$ cat src/rtl/spi_slave_pkg.sv
// spi_slave_pkg: shared widths and state encoding for the SPI slave front end
package spi_slave_pkg;
  localparam int BYTE_W    = 8;
  localparam int BIT_CNT_W = 3;
  typedef enum logic {ST_IDLE, ST_ACTIVE} state_e;
endpackage

$ cat src/rtl/sync_edge.sv
// sync_edge: SYNC_STAGES-deep synchroniser with a history flop for rise/fall pulses
module sync_edge #(
  parameter int   SYNC_STAGES = 2,
  parameter logic RST_VAL     = 1'b0
) (
  input  logic clk,
  input  logic reset,
  input  logic d_i,
  output logic q_o,
  output logic rise_o,
  output logic fall_o
);
  logic [SYNC_STAGES-1:0] sync_q;
  logic                   hist_q;
  always_ff @(posedge clk or posedge reset) begin
    if (reset) begin
      sync_q <= {SYNC_STAGES{RST_VAL}};
      hist_q <= RST_VAL;
    end else begin
      sync_q <= {sync_q[SYNC_STAGES-2:0], d_i};
      hist_q <= sync_q[SYNC_STAGES-1];
    end
  end
  assign q_o    = sync_q[SYNC_STAGES-1];
  assign rise_o = q_o & ~hist_q;
  assign fall_o = ~q_o & hist_q;
endmodule

$ cat src/rtl/spi_slave_rx_tx.sv
// spi_slave_rx_tx: oversampled SPI mode-0 slave, bytes in on MOSI and out on MISO.
// Define SPI_SLAVE_ERR_EN to add the frame_err and underrun status pulses.
module spi_slave_rx_tx
  import spi_slave_pkg::*;
#(
  parameter int          SYNC_STAGES   = 2,
  parameter logic        IDLE_MISO     = 1'b0,
  parameter logic [7:0]  UNDERRUN_BYTE = 8'h00
) (
  input  logic              clk,
  input  logic              reset,
  input  logic              spi_clk,
  input  logic              spi_ss_,
  input  logic              spi_mosi,
  output logic              spi_miso,
  output logic              rx_valid,
  output logic [BYTE_W-1:0] rx_data,
  output logic              rx_first,
  input  logic              tx_valid,
  input  logic [BYTE_W-1:0] tx_data,
  output logic              tx_ready,
  output logic              busy
`ifdef SPI_SLAVE_ERR_EN
  ,
  output logic              frame_err,
  output logic              underrun
`endif
);
  logic sck_r, sck_f, ss_s, ss_r, ss_f, mosi_s;
  sync_edge #(.SYNC_STAGES(SYNC_STAGES), .RST_VAL(1'b0)) u_sck (
    .clk(clk), .reset(reset), .d_i(spi_clk), .q_o(), .rise_o(sck_r), .fall_o(sck_f));
  sync_edge #(.SYNC_STAGES(SYNC_STAGES), .RST_VAL(1'b1)) u_ss (
    .clk(clk), .reset(reset), .d_i(spi_ss_), .q_o(ss_s), .rise_o(ss_r), .fall_o(ss_f));
  sync_edge #(.SYNC_STAGES(SYNC_STAGES), .RST_VAL(1'b0)) u_mosi (
    .clk(clk), .reset(reset), .d_i(spi_mosi), .q_o(mosi_s), .rise_o(), .fall_o());
  state_e                 state_q;
  logic [BIT_CNT_W-1:0]   bit_cnt_q;
  logic                   first_q, rx_pend_q;
  logic [BYTE_W-1:0]      rx_shift_q, tx_shift_q, tx_load_d;
  logic                   sck_rise, sck_fall;
  assign sck_rise  = sck_r & ~ss_s;
  assign sck_fall  = sck_f & ~ss_s;
  assign tx_load_d = tx_valid ? tx_data : UNDERRUN_BYTE;
  assign busy      = (state_q == ST_ACTIVE);
  always_ff @(posedge clk or posedge reset) begin
    if (reset) begin
      state_q    <= ST_IDLE;
      bit_cnt_q  <= '0;
      first_q    <= 1'b0;
      rx_pend_q  <= 1'b0;
      rx_shift_q <= '0;
      tx_shift_q <= '0;
      spi_miso   <= IDLE_MISO;
      rx_valid   <= 1'b0;
      rx_data    <= '0;
      rx_first   <= 1'b0;
      tx_ready   <= 1'b0;
`ifdef SPI_SLAVE_ERR_EN
      frame_err  <= 1'b0;
      underrun   <= 1'b0;
`endif
    end else begin
      rx_valid  <= 1'b0;
      tx_ready  <= 1'b0;
      rx_pend_q <= 1'b0;
`ifdef SPI_SLAVE_ERR_EN
      frame_err <= 1'b0;
      underrun  <= 1'b0;
`endif
      // completed byte is presented one cycle after the wrapping sck_rise
      if (rx_pend_q) begin
        rx_valid <= 1'b1;
        rx_data  <= rx_shift_q;
        rx_first <= first_q;
        first_q  <= 1'b0;
      end
      case (state_q)
        ST_IDLE: if (ss_f) begin
          state_q    <= ST_ACTIVE;
          bit_cnt_q  <= '0;
          first_q    <= 1'b1;
          tx_shift_q <= tx_load_d;
          spi_miso   <= tx_load_d[BYTE_W-1];
          tx_ready   <= tx_valid;
`ifdef SPI_SLAVE_ERR_EN
          underrun   <= ~tx_valid;
`endif
        end
        default: if (ss_r) begin
          state_q   <= ST_IDLE;
          bit_cnt_q <= '0;
          spi_miso  <= IDLE_MISO;
`ifdef SPI_SLAVE_ERR_EN
          frame_err <= (bit_cnt_q != '0);
`endif
        end else begin
          if (sck_rise) begin
            rx_shift_q <= {rx_shift_q[BYTE_W-2:0], mosi_s};
            bit_cnt_q  <= bit_cnt_q + 1'b1;
            rx_pend_q  <= &bit_cnt_q;
          end
          if (sck_fall && bit_cnt_q != '0) begin
            tx_shift_q <= {tx_shift_q[BYTE_W-2:0], 1'b0};
            spi_miso   <= tx_shift_q[BYTE_W-2];
          end else if (sck_fall) begin
            tx_shift_q <= tx_load_d;
            spi_miso   <= tx_load_d[BYTE_W-1];
            tx_ready   <= tx_valid;
`ifdef SPI_SLAVE_ERR_EN
            underrun   <= ~tx_valid;
`endif
          end
        end
      endcase
    end
  end
endmodule

$ cat config.mk
export PLATFORM = sky130hd
export DESIGN_NAME = spi_slave_rx_tx
export DESIGN_NICKNAME = d
export VERILOG_FILES = /design/src/rtl/spi_slave_pkg.sv /design/src/rtl/sync_edge.sv /design/src/rtl/spi_slave_rx_tx.sv
export SDC_FILE = /design/constraint.sdc
export NUM_CORES = 1
export LEC_CHECK = 0
export CELL_PAD_IN_SITES_DETAIL_PLACEMENT = 0
export CELL_PAD_IN_SITES_GLOBAL_PLACEMENT = 1
export CORE_MARGIN = 3
export CORE_UTILIZATION = 45
export DETAILED_ROUTE_END_ITERATION = 8
export GPL_TIMING_DRIVEN = 0
export PLACE_DENSITY = 0.8
export SLEW_MARGIN = 20
export SYNTH_ARGS = -nofsm -noshare
export SYNTH_HDL_FRONTEND = slang
export SYNTH_SLANG_ARGS = --single-unit
$ cat constraint.sdc
create_clock -name clk -period 2.49 [get_ports clk]
set_input_delay 0.249 -clock clk [delete_from_list [all_inputs] [get_ports clk]]
set_output_delay 0.249 -clock clk [all_outputs]
set_load 0.01 [all_outputs]
# Word level (Yosys, flattened, before mapping)
# Index checks and enable logic that the tools add are counted.
# totals
reg_bits	41
inputBits	14
output_inout_bits	13
elab_cells	70
# op_classes
n_addsub	1
eq_ne	4
n_mux	30
bitwise_logic	11
reduce_logical	8
# ops
cell	count
7-bit 2-to-1 mux	5
1-bit 2-to-1 mux	20
3-bit 2-to-1 mux	4
3-bit AND reduction	3
8-bit 2-to-1 mux	1
1-bit bitwise AND	6
1-bit inverter	5
4-bit by 2-bit != test with 1-bit output, second input constant	1
2-bit AND reduction	2
3-bit by 1-bit adder with 3-bit output, second input constant	1
3-bit by 1-bit != test with 1-bit output, second input constant	1
3-bit by 2-bit != test with 1-bit output, second input constant	1
3-bit nonzero test	1
2-bit != test, second input constant	1
2-bit nonzero test	1
1-bit logical AND	1

# Depth between registers and ports, before layout
# Gate-level depths: netlist (run 1).
# depth
depth_word	7
depth_mapped	7
mapped_depth_nobuf	6

# Modules after synthesis
# A second synthesis (run 1) with hierarchy kept.
# unflattened
hier_cells	145
hier_area_um2	1851.8
# modules_own_cells
module	instances	cells_each	area_per_inst_um2	seq_area_each_um2
spi_slave_rx_tx	1	127	1566.5	825.8
sync_edge (u_mosi ...)	2	6	93.8	75.1
sync_edge (u_ss)	1	6	97.6	78.8

# Least setup slack after synthesis (run 1)
# OpenSTA, ideal clock, no wires.
# synth_path
path_kind	flip-flop to flip-flop
startpoint	reg u_ss.sync_q[1]
endpoint	reg tx_shift_q[1]
arrival_time_ns	1.389
t_required_ns	2.364
slack_ns	0.975
path_stages_with_launch	8
path_buffers	3
synth_period_minus_slack_ns	1.515
path_cell_list	dfstp_2 buf_6 and4bb_4 or2_1 buf_6 buf_6 nor2_1 a31oi_1
# synth_via
elab_chain_cells	6
elab_cells_between_ends	12
# synth_rtl
item	line	text
start: declaration	sync_edge.sv:13	logic [SYNC_STAGES-1:0] sync_q;
start signal: assignment	sync_edge.sv:17	sync_q <= {SYNC_STAGES{RST_VAL}};
start signal: assignment	sync_edge.sv:20	sync_q <= {sync_q[SYNC_STAGES-2:0], d_i};
1-bit inverter	sync_edge.sv:26, spi_slave_rx_tx.sv:42	
1-bit bitwise AND	spi_slave_rx_tx.sv:42	assign sck_fall = sck_f & ~ss_s;
1-bit logical AND	spi_slave_rx_tx.sv:102	if (sck_fall && bit_cnt_q != '0) begin
7-bit 2-to-1 mux	spi_slave_rx_tx.sv:102	
7-bit 2-to-1 mux	spi_slave_rx_tx.sv:89	default: if (ss_r) begin
7-bit 2-to-1 mux	spi_slave_rx_tx.sv:77	case (state_q)
end signal: assignment	spi_slave_rx_tx.sv:82	tx_shift_q <= tx_load_d;
end signal: assignment	spi_slave_rx_tx.sv:103	tx_shift_q <= {tx_shift_q[BYTE_W-2:0], 1'b0};
end signal: assignment	spi_slave_rx_tx.sv:106	tx_shift_q <= tx_load_d;
end: declaration	spi_slave_rx_tx.sv:39	logic [BYTE_W-1:0] rx_shift_q, tx_shift_q, tx_load_d;
# Several ways; a longest one is shown, not always the timed one. The select of a mux whose other input is x is not followed.
# A chain may end at the register's enable or synchronous reset.

# Worst setup path in the final report (run 1)
# layout_path
startpoint	reg u_ss.sync_q[1]
endpoint	reg bit_cnt_q[0]
# layout_via
elab_chain_cells	4
elab_cells_between_ends	9
# layout_rtl
item	line	text
1-bit inverter	sync_edge.sv:26, spi_slave_rx_tx.sv:41	
1-bit bitwise AND, on equally long branches	spi_slave_rx_tx.sv:41, sync_edge.sv:26	
3-bit by 2-bit != test with 1-bit output (no line) or 2-bit nonzero test (tied branches)	-	
2-bit AND reduction (no line)	-	
end signal: assignment	spi_slave_rx_tx.sv:99	bit_cnt_q <= bit_cnt_q + 1'b1;
end: declaration	spi_slave_rx_tx.sv:37	logic [BIT_CNT_W-1:0] bit_cnt_q;
# Several ways; a longest one is shown, not always the timed one.

==> flow_summary.yaml, run 1 <==
die:
  start_util_pct: 48.76
  dieArea_mm2: 0.004562
  fp.dieH_um: 67.54
  core_area_mm2: 0.003495
  num_io_pins: 27
  placementRows: 21
  die_x_um: 67.54
timing:
  tns_ns: 0
  fin_skew_ns: 0.008314
  drv_slew: 0
  rsz0062_at_grt: "no"
  hold_violations: 0
  setup_viol: 0
  max_freq_mhz: 603.8
  relSlewSlack_pct: 62.46
  worst_pin_slew_ns: 0.5631
  post-route-period-util_pct: 66.51
  period_needed_ns: 1.656
worst_setup_path:
  endpoint_kind: "register"
  path_class: "reg2reg"
  path_max_fanout: 10
  reg2reg_from: "u_ss.sync_q[1]$_DFF_PP1_"
  startpoint_type: "register"
  r2r_cells: 7
  rrSetupSlack_ns: 0.83
  cp_data_required_time_ns: 2.69
  crit_start: "u_ss.sync_q[1]$_DFF_PP1_"
  cp.arrival_ns: 1.85
  r2r-end: "bit_cnt_q[0]$_DFFE_PP0P_"
power:
  swShare_pct: 23.85
  leakage_uw: 0.0009680
  switchingPower_uw: 341.9
  power_frac_comb_pct: 13.0
  power_uw: 1434
  worst_ir_drop_vdd_mv: 0.4800
  power_density_mw_per_mm2: 672.0
  intPower_uw: 1092
  clkPwrFrac_pct: 32.1
  p_seq_share_pct: 54.9
status:
  outcome: "finished clean"
grt:
  antenna_found_initial: 0
  groute.usage.overall_pct: 14.91
  grt_pass1_wl_um: 5064
  grt_max_degree: 29
  grt_pass1_vias: 1106
  grt_overflow: 0
detailed_routing:
  met1_length_um: 1328
  drcViolationCount: 0
  routedWlPerCell_um: 12.99
  dr_wl_met3_um: 129
  met2WireLength_um: 1375
  highest_layer: "met4"
  dr.first_iter.drc_count: 68
  via_per_inst: 5.014
  drtAntennaViolNets: 0
  route.vias.total: 1098
  drt_pass1_iterations: 4
  wl_um: 2844
cts:
  cts_root_buf: "clkbuf_8"
  cts_buffer_depth: 2
  cts.sinks: 41
  cts-htree-levels: 2
  post_cts_buffers: 0
  clock_latency_ns: 0.28
  cts_made_buffers: 5
  cts_tree: "done"
  post_cts_resized: 0
  hold_buffers: 0
  clk_pin_slew_ns: 0.07
finish:
  seq_area_mm2: 0.001030
  layout_common_cells: "dfrtp_1, clkdlybuf4s50_1, mux2_2"
  design_area_mm2: 0.002133
  final_common_cell: "dfrtp_1"
  num_antenna_cells: 0
  area_growth_pct: 25.18
  post_route_cells_drive_above_1_share_pct: 22.54
  multiInputGateArea_um2: 571.8
  fillCellCount: 301
  layout.nets: 189
  final_cells: 219
placed_design:
  placedCellCount: 211
  hpwl_um: 2032
  place_area_mm2: 0.002032
  globalplace.congestion: 0.7543
  port-buffer-count: 25
synthesis:
  ys_ff_latch: 41
  synth_cell_types: 28
  ys_async_sr_fraction_pct: 100.0
  syn_inst: 139
  syn_avg_cell_area_um2: 12.26
  synth_area_mm2: 0.001704
  synth_warnings: 0
  synth_flop_cell: "dfrtp_1"
  synth_nets: 156
  ys_seq_area_share_pct: 60.43
  synth_edf_count: 0
run:
  cap_violations: 0
hold_path:
  hold_class: "in2async"
-- cells by family after synthesis --
family,Yosys count,synth area share (%)
AO/OA/AOI/OAI,17,6.095
AND/OR/NAND/NOR,45,13.44
multiplexers,18,11.82
buffers and inverters,15,6.020
flip-flops,41,60.43
adder cells (fa/ha/maj),3,2.203
-- power groups by stage --
stage / Combinational [µW] / Clock (µW) / Sequential, µW
3_5_place_dp: 187 / 0 / 799
3_3_place_gp: 177 / 0 / 793
5_1_grt: 213 / 508 / 798
4_1_cts: 190 / 477 / 787
6_report: 186 / 460 / 788
2_1_floorplan: 128 / 0 / 787
-- how the worst max path moves through the flow --
stage                                end  slack, ns
2_1_floorplan  tx_shift_q[1]$_DFFE_PP0P_       0.97
3_3_place_gp          rx_valid$_DFF_PP0_       0.53
3_5_place_dp   tx_shift_q[1]$_DFFE_PP0P_       0.89
4_1_cts         bit_cnt_q[0]$_DFFE_PP0P_       0.83
5_1_grt         bit_cnt_q[0]$_DFFE_PP0P_       0.78
6_report        bit_cnt_q[0]$_DFFE_PP0P_       0.83
-- per-stage QoR --
step / setup WS [ns] / hold WS [ns] / utilization, %
2_1_floorplan: 0.9747 / 0.2535 / -
3_3_place_gp: 0.5266 / 0.3353 / 57.57
3_5_place_dp: 0.8910 / 0.3355 / 58.15
4_1_cts: 0.8298 / 0.2320 / 61.05
5_1_grt: 0.7808 / 0.2353 / 61.05
6_report: 0.8338 / 0.2317 / 61.05
-- cell usage after synthesis (all sizes together), types with 2 or more instances --
master	n	area share [%]
nor2	10	2.2
nor2b	2	0.73
buf	7	4.3
nand2	14	3.1
o21ai	6	1.8
inv	6	1.3
mux2	17	11
ha	3	2.2
nand2b	3	1.1
nand3	8	2.3
dfrtp	38	56
a31oi	6	2.2
and4bb	2	1.7
dfstp	3	4.6
a21oi	2	0.59
and2	2	0.73
clkbuf	2	0.44
-- per-layer routing --
metal	track usage (%)	vias to the layer above
li1	-	540
met2	23.57	25
met1	19.59	531
met4	4.557	0
met3	4.659	2
met5	0	-
-- registers in the layout, indices dropped and copies added, names as in the netlist --
register	cells
bit_cnt_q	3
rx_shift_q	8
rx_pend_q	1
tx_shift_q	7
busy	1
tx_ready	1
spi_miso	1
rx_data	8
rx_first	1
first_q	1
u_ss.sync_q	2
u_sck.sync_q	2
u_ss.hist_q	1
u_mosi.sync_q	2
u_sck.hist_q	1
rx_valid	1
-- layout make-up --
cell class | instances | share of cell area (%)
plain buffers | 9 | 3.754
clock buffers | 7 | 4.516
clock inverters | 1 | 0.2346
inverters | 6 | 1.056
multi-input cells | 83 | 26.80
flip-flops and latches | 41 | 48.27
well taps | 46 | 2.698
repair buffers | 26 | 12.67
-- critical path, cell delays in order (launching register included) --
cell and delay (ns):
dfstp_2 0.54, buf_6 0.12, and4bb_2 0.23, buf_6 0.13
buf_6 0.13, o21ai_1 0.11, o21ai_0 0.12, a21oi_1 0.18
Power figures use the tool's default switching activity.
==> run 2, diff against run 1 <==
CORE_UTILIZATION = 42   (was 45)
PLACE_DENSITY = 0.75   (was 0.8)
clock period = 1.7 ns   (was 2.49 ns; I/O delays follow)
==> flow_summary.yaml, run 2 (synthesis results as in run 1) <==
status:
  outcome: "finished clean"
grt:
  grt_overflow: 0
  grt_pass1_wl_um: 5195
  grt_pass1_vias: 1159
  antenna_found_initial: 0
  grt_max_degree: 29
  groute.usage.overall_pct: 13.21
detailed_routing:
  routedWlPerCell_um: 12.35
  wl_um: 2718
  drt_pass1_iterations: 4
  drtAntennaViolNets: 0
  drcViolationCount: 0
  route.vias.total: 1109
  dr.first_iter.drc_count: 79
  via_per_inst: 5.041
cts:
  post_cts_resized: 0
  cts_made_buffers: 5
  post_cts_buffers: 0
  cts-htree-levels: 2
  cts_buffer_depth: 2
  clock_latency_ns: 0.28
  cts_tree: "done"
  clk_pin_slew_ns: 0.07
  hold_buffers: 0
  cts_root_buf: "clkbuf_8"
  cts.sinks: 41
die:
  start_util_pct: 44.86
  die_x_um: 69.70
  fp.dieH_um: 69.70
  core_area_mm2: 0.003799
  dieArea_mm2: 0.004858
  num_io_pins: 27
  placementRows: 22
worst_setup_path:
  cp_slowest_cell: "dfstp_2"
  endpoint_kind: "register"
  startpoint_type: "register"
  critPathMaxStageDelay_ns: 0.54
  crit_chain: "buf_6 > and4bb_4 > or2_1 > buf_6 > buf_6 > nor2_1 > a31oi_1"
  path_class: "reg2reg"
  cp_data_required_time_ns: 1.86
  cp.arrival_ns: 1.75
  path_max_fanout: 10
  cp_common_cell: "buf_6"
  r2r_cells: 7
  cp_num_buf_inv: 3
  crit_family: "flip-flops"
  cp_num_cells: 7
  reg2reg_from: "u_ss.sync_q[1]$_DFF_PP1_"
  crit_start: "u_ss.sync_q[1]$_DFF_PP1_"
power:
  leakage_uw: 0.0009581
  power_uw: 2044
  power_density_mw_per_mm2: 963.8
  worst_ir_drop_vdd_mv: 0.5066
placed_design:
  port-buffer-count: 25
  globalplace.congestion: 0.7245
  hpwl_um: 2045
finish:
  seq_area_mm2: 0.001030
  final_common_cell: "dfrtp_1"
  layout.nets: 189
  multiInputGateArea_um2: 571.8
  layout_common_cells: "dfrtp_1, clkdlybuf4s50_1, mux2_2"
  largest_registers: "rx_data: 8 flops, rx_shift_q: 8 flops, tx_shift_q: 7 flops"
  area_growth_pct: 24.45
  num_antenna_cells: 0
  post_route_cells_drive_above_1_share_pct: 21.51
  fillCellCount: 330
hold_path:
  hold_class: "in2async"
run:
  cap_violations: 0
timing:
  fin_skew_ns: 0.008747
  max_freq_mhz: 629.8
  post-route-period-util_pct: 93.39
  hold_violations: 0
  drv_slew: 0
  period_needed_ns: 1.588
  holdWs_ns: 0.1574
  rsz0062_at_grt: "no"
  worst_pin_slew_ns: 0.5224
  setup_viol: 0
  relSlewSlack_pct: 65.17
## run 2: changes by cell type in the layout (fill, tap and decap cells not counted)
cell / delta
clkbuf_1: +1
clkbuf_8: -1
clkinv_2: -1
## run 2: final timing paths
kind	endpoint	slack, ns
min in group clk	tx_shift_q[5]$_DFFE_PP0P_	0.30
setup reg to reg	tx_shift_q[2]$_DFFE_PP0P_	0.11
hold / removal	tx_shift_q[4]$_DFFE_PP0P_	0.16
setup / recovery	tx_shift_q[2]$_DFFE_PP0P_	0.11
hold reg to reg	u_mosi.sync_q[1]$_DFF_PP0_	0.36
max in group asynchronous	u_ss.sync_q[1]$_DFF_PP1_	1.02
## run 2: where the power goes
group	internal, µW	switching, µW
Sequential	1080	65.8
Combinational	149	122
Clock	322	302
## run 2: cell type report
class,instances,area share [%]
repair buffers,26,12.74
well taps,48,2.832
inverters,6,1.062
plain buffers,9,3.776
flip-flops and latches,41,48.55
multi-input cells,83,26.96
clock buffers,7,4.071
## run 2: metrics by stage
step | setup TNS (ns) | instances | area (µm²) | worst slack (ns) | util (%)
floorplan | 0 | 139 | 1704 | 0.1847 | -
global placement | -8.903 | 212 | 2014 | -0.2356 | 53.03
detailed placement | 0 | 213 | 2034 | 0.1136 | 53.56
CTS | 0 | 220 | 2121 | 0.1040 | 55.83
global route | 0 | 220 | 2121 | 0.00004863 | 55.83
finish | 0 | 220 | 2121 | 0.1123 | 55.83
## run 2: layer usage
layer / GRT usage [%] / vias to the layer above / routed length [µm]
li1: - / 534 / -
met2: 20.66 / 18 / 1284
met4: 6.383 / 0 / 52
met5: 0 / - / 0
met1: 16.91 / 553 / 1289
met3: 3.623 / 4 / 92
==> run 3, diff against run 2 <==
CORE_MARGIN = 5   (was 3)
==> flow_summary.yaml, run 3 (synthesis results as in run 1) <==
timing:
  fin_skew_ns: 0.008669
  rsz0062_at_grt: "no"
  hold_violations: 0
  max_freq_mhz: 617.7
  post-route-period-util_pct: 95.22
  worst_pin_slew_ns: 0.5239
  relSlewSlack_pct: 65.07
  period_needed_ns: 1.619
  setup_viol: 0
  drv_slew: 0
  tns_ns: 0
  holdWs_ns: 0.1406
power:
  worst_ir_drop_vdd_mv: 0.5972
  power_uw: 2059
  leakage_uw: 0.0009593
  power_density_mw_per_mm2: 968.0
detailed_routing:
  dr.first_iter.drc_count: 57
  wl_um: 3023
  routedWlPerCell_um: 13.56
  drtAntennaViolNets: 0
  drt_pass1_iterations: 4
  drcViolationCount: 0
  via_per_inst: 4.987
  route.vias.total: 1112
worst_setup_path:
  cp.arrival_ns: 1.80
  path_max_fanout: 10
  startpoint_type: "register"
  reg2reg_from: "u_ss.sync_q[1]$_DFF_PP1_"
  endpoint_kind: "register"
  crit_start: "u_ss.sync_q[1]$_DFF_PP1_"
  path_class: "reg2reg"
  cp_data_required_time_ns: 1.88
hold_path:
  hold_class: "in2async"
placed_design:
  place_area_mm2: 0.002037
  port-buffer-count: 25
  globalplace.congestion: 0.7539
  hpwl_um: 2233
grt:
  grt_pass1_vias: 1138
  grt_pass1_wl_um: 5395
  antenna_found_initial: 0
  grt_max_degree: 30
  groute.usage.overall_pct: 13.21
  grt_overflow: 0
finish:
  layout_common_cells: "dfrtp_1, clkdlybuf4s50_1, mux2_2"
  area_growth_pct: 24.82
  seq_area_mm2: 0.001030
  design_area_mm2: 0.002127
  fillCellCount: 373
  final_common_cell: "dfrtp_1"
  post_route_cells_drive_above_1_share_pct: 21.39
  num_antenna_cells: 0
  largest_registers: "rx_data: 8 flops, rx_shift_q: 8 flops, tx_shift_q: 7 flops"
  layout.nets: 189
  multiInputGateArea_um2: 571.8
cts:
  cts_tree: "done"
  post_cts_resized: 0
  post_cts_buffers: 0
  cts_root_buf: "clkbuf_8"
  cts_buffer_depth: 2
  clock_latency_ns: 0.29
  clk_pin_slew_ns: 0.08
  hold_buffers: 0
  cts.sinks: 41
  cts_made_buffers: 5
  cts-htree-levels: 2
status:
  outcome: "finished clean"
die:
  start_util_pct: 42.91
  num_io_pins: 27
  fp.dieH_um: 73.70
  core_area_mm2: 0.003971
  die_x_um: 73.70
  dieArea_mm2: 0.005432
  placementRows: 23
run:
  cap_violations: 0
-- run 3: cell types whose count changed in the layout (fill, tap and decap cells not counted) --
cell,delta
clkbuf_1,+1
-- run 3: per-stage QoR --
stage	utilization, %	setup slack, ns	cells
after floorplan	-	0.1847	139
after global placement	50.79	-0.2084	214
after detailed placement	51.29	0.09676	215
after CTS	53.56	0.08229	223
after global routing	53.56	0.008440	223
final	53.56	0.08119	223
-- run 3: report_power, final --
part / internal (µW) / switching [µW]
clock network: 331 / 306
logic: 148 / 123
registers: 1080 / 65.9
-- run 3: path summary, 6_finish.rpt --
path	to	slack, ns	cells past startpoint
max	tx_shift_q[3]$_DFFE_PP0P_	0.08	7
min	tx_shift_q[3]$_DFFE_PP0P_	0.14	2
max reg2reg	tx_shift_q[3]$_DFFE_PP0P_	0.08	7
min reg2reg	u_sck.sync_q[1]$_DFF_PP0_	0.35	0
max in group asynchronous	u_ss.hist_q$_DFF_PP1_	1.04	3
min in group clk	u_ss.sync_q[0]$_DFF_PP1_	0.29	1
-- run 3: worst max-delay path, stage by stage, from the launching register on --
cell and delay [ns]:
dfstp_2 0.55, buf_6 0.13, and4bb_4 0.21, or2_1 0.21
buf_6 0.13, buf_6 0.13, nor2_1 0.10, a31oi_1 0.05
-- run 3: final cells by class --
class	instances	area share, %
sequential	41	48.41
tap	50	2.941
buffer	9	3.765
clock buffer	8	4.235
inverter	6	1.059
multi-input combinational	83	26.88
timing repair buffer	26	12.71
-- run 3: layer usage --
layer / up-vias / share of wire (%) / global-route usage (%) / wire, µm
met5: - / 0 / 0 / 0
met4: 0 / 1.8 / 5.231 / 55
met3: 6 / 5.4 / 5.609 / 162
met2: 23 / 49 / 19.69 / 1468
met1: 546 / 44 / 16.93 / 1336
li1: 537 / - / - / -
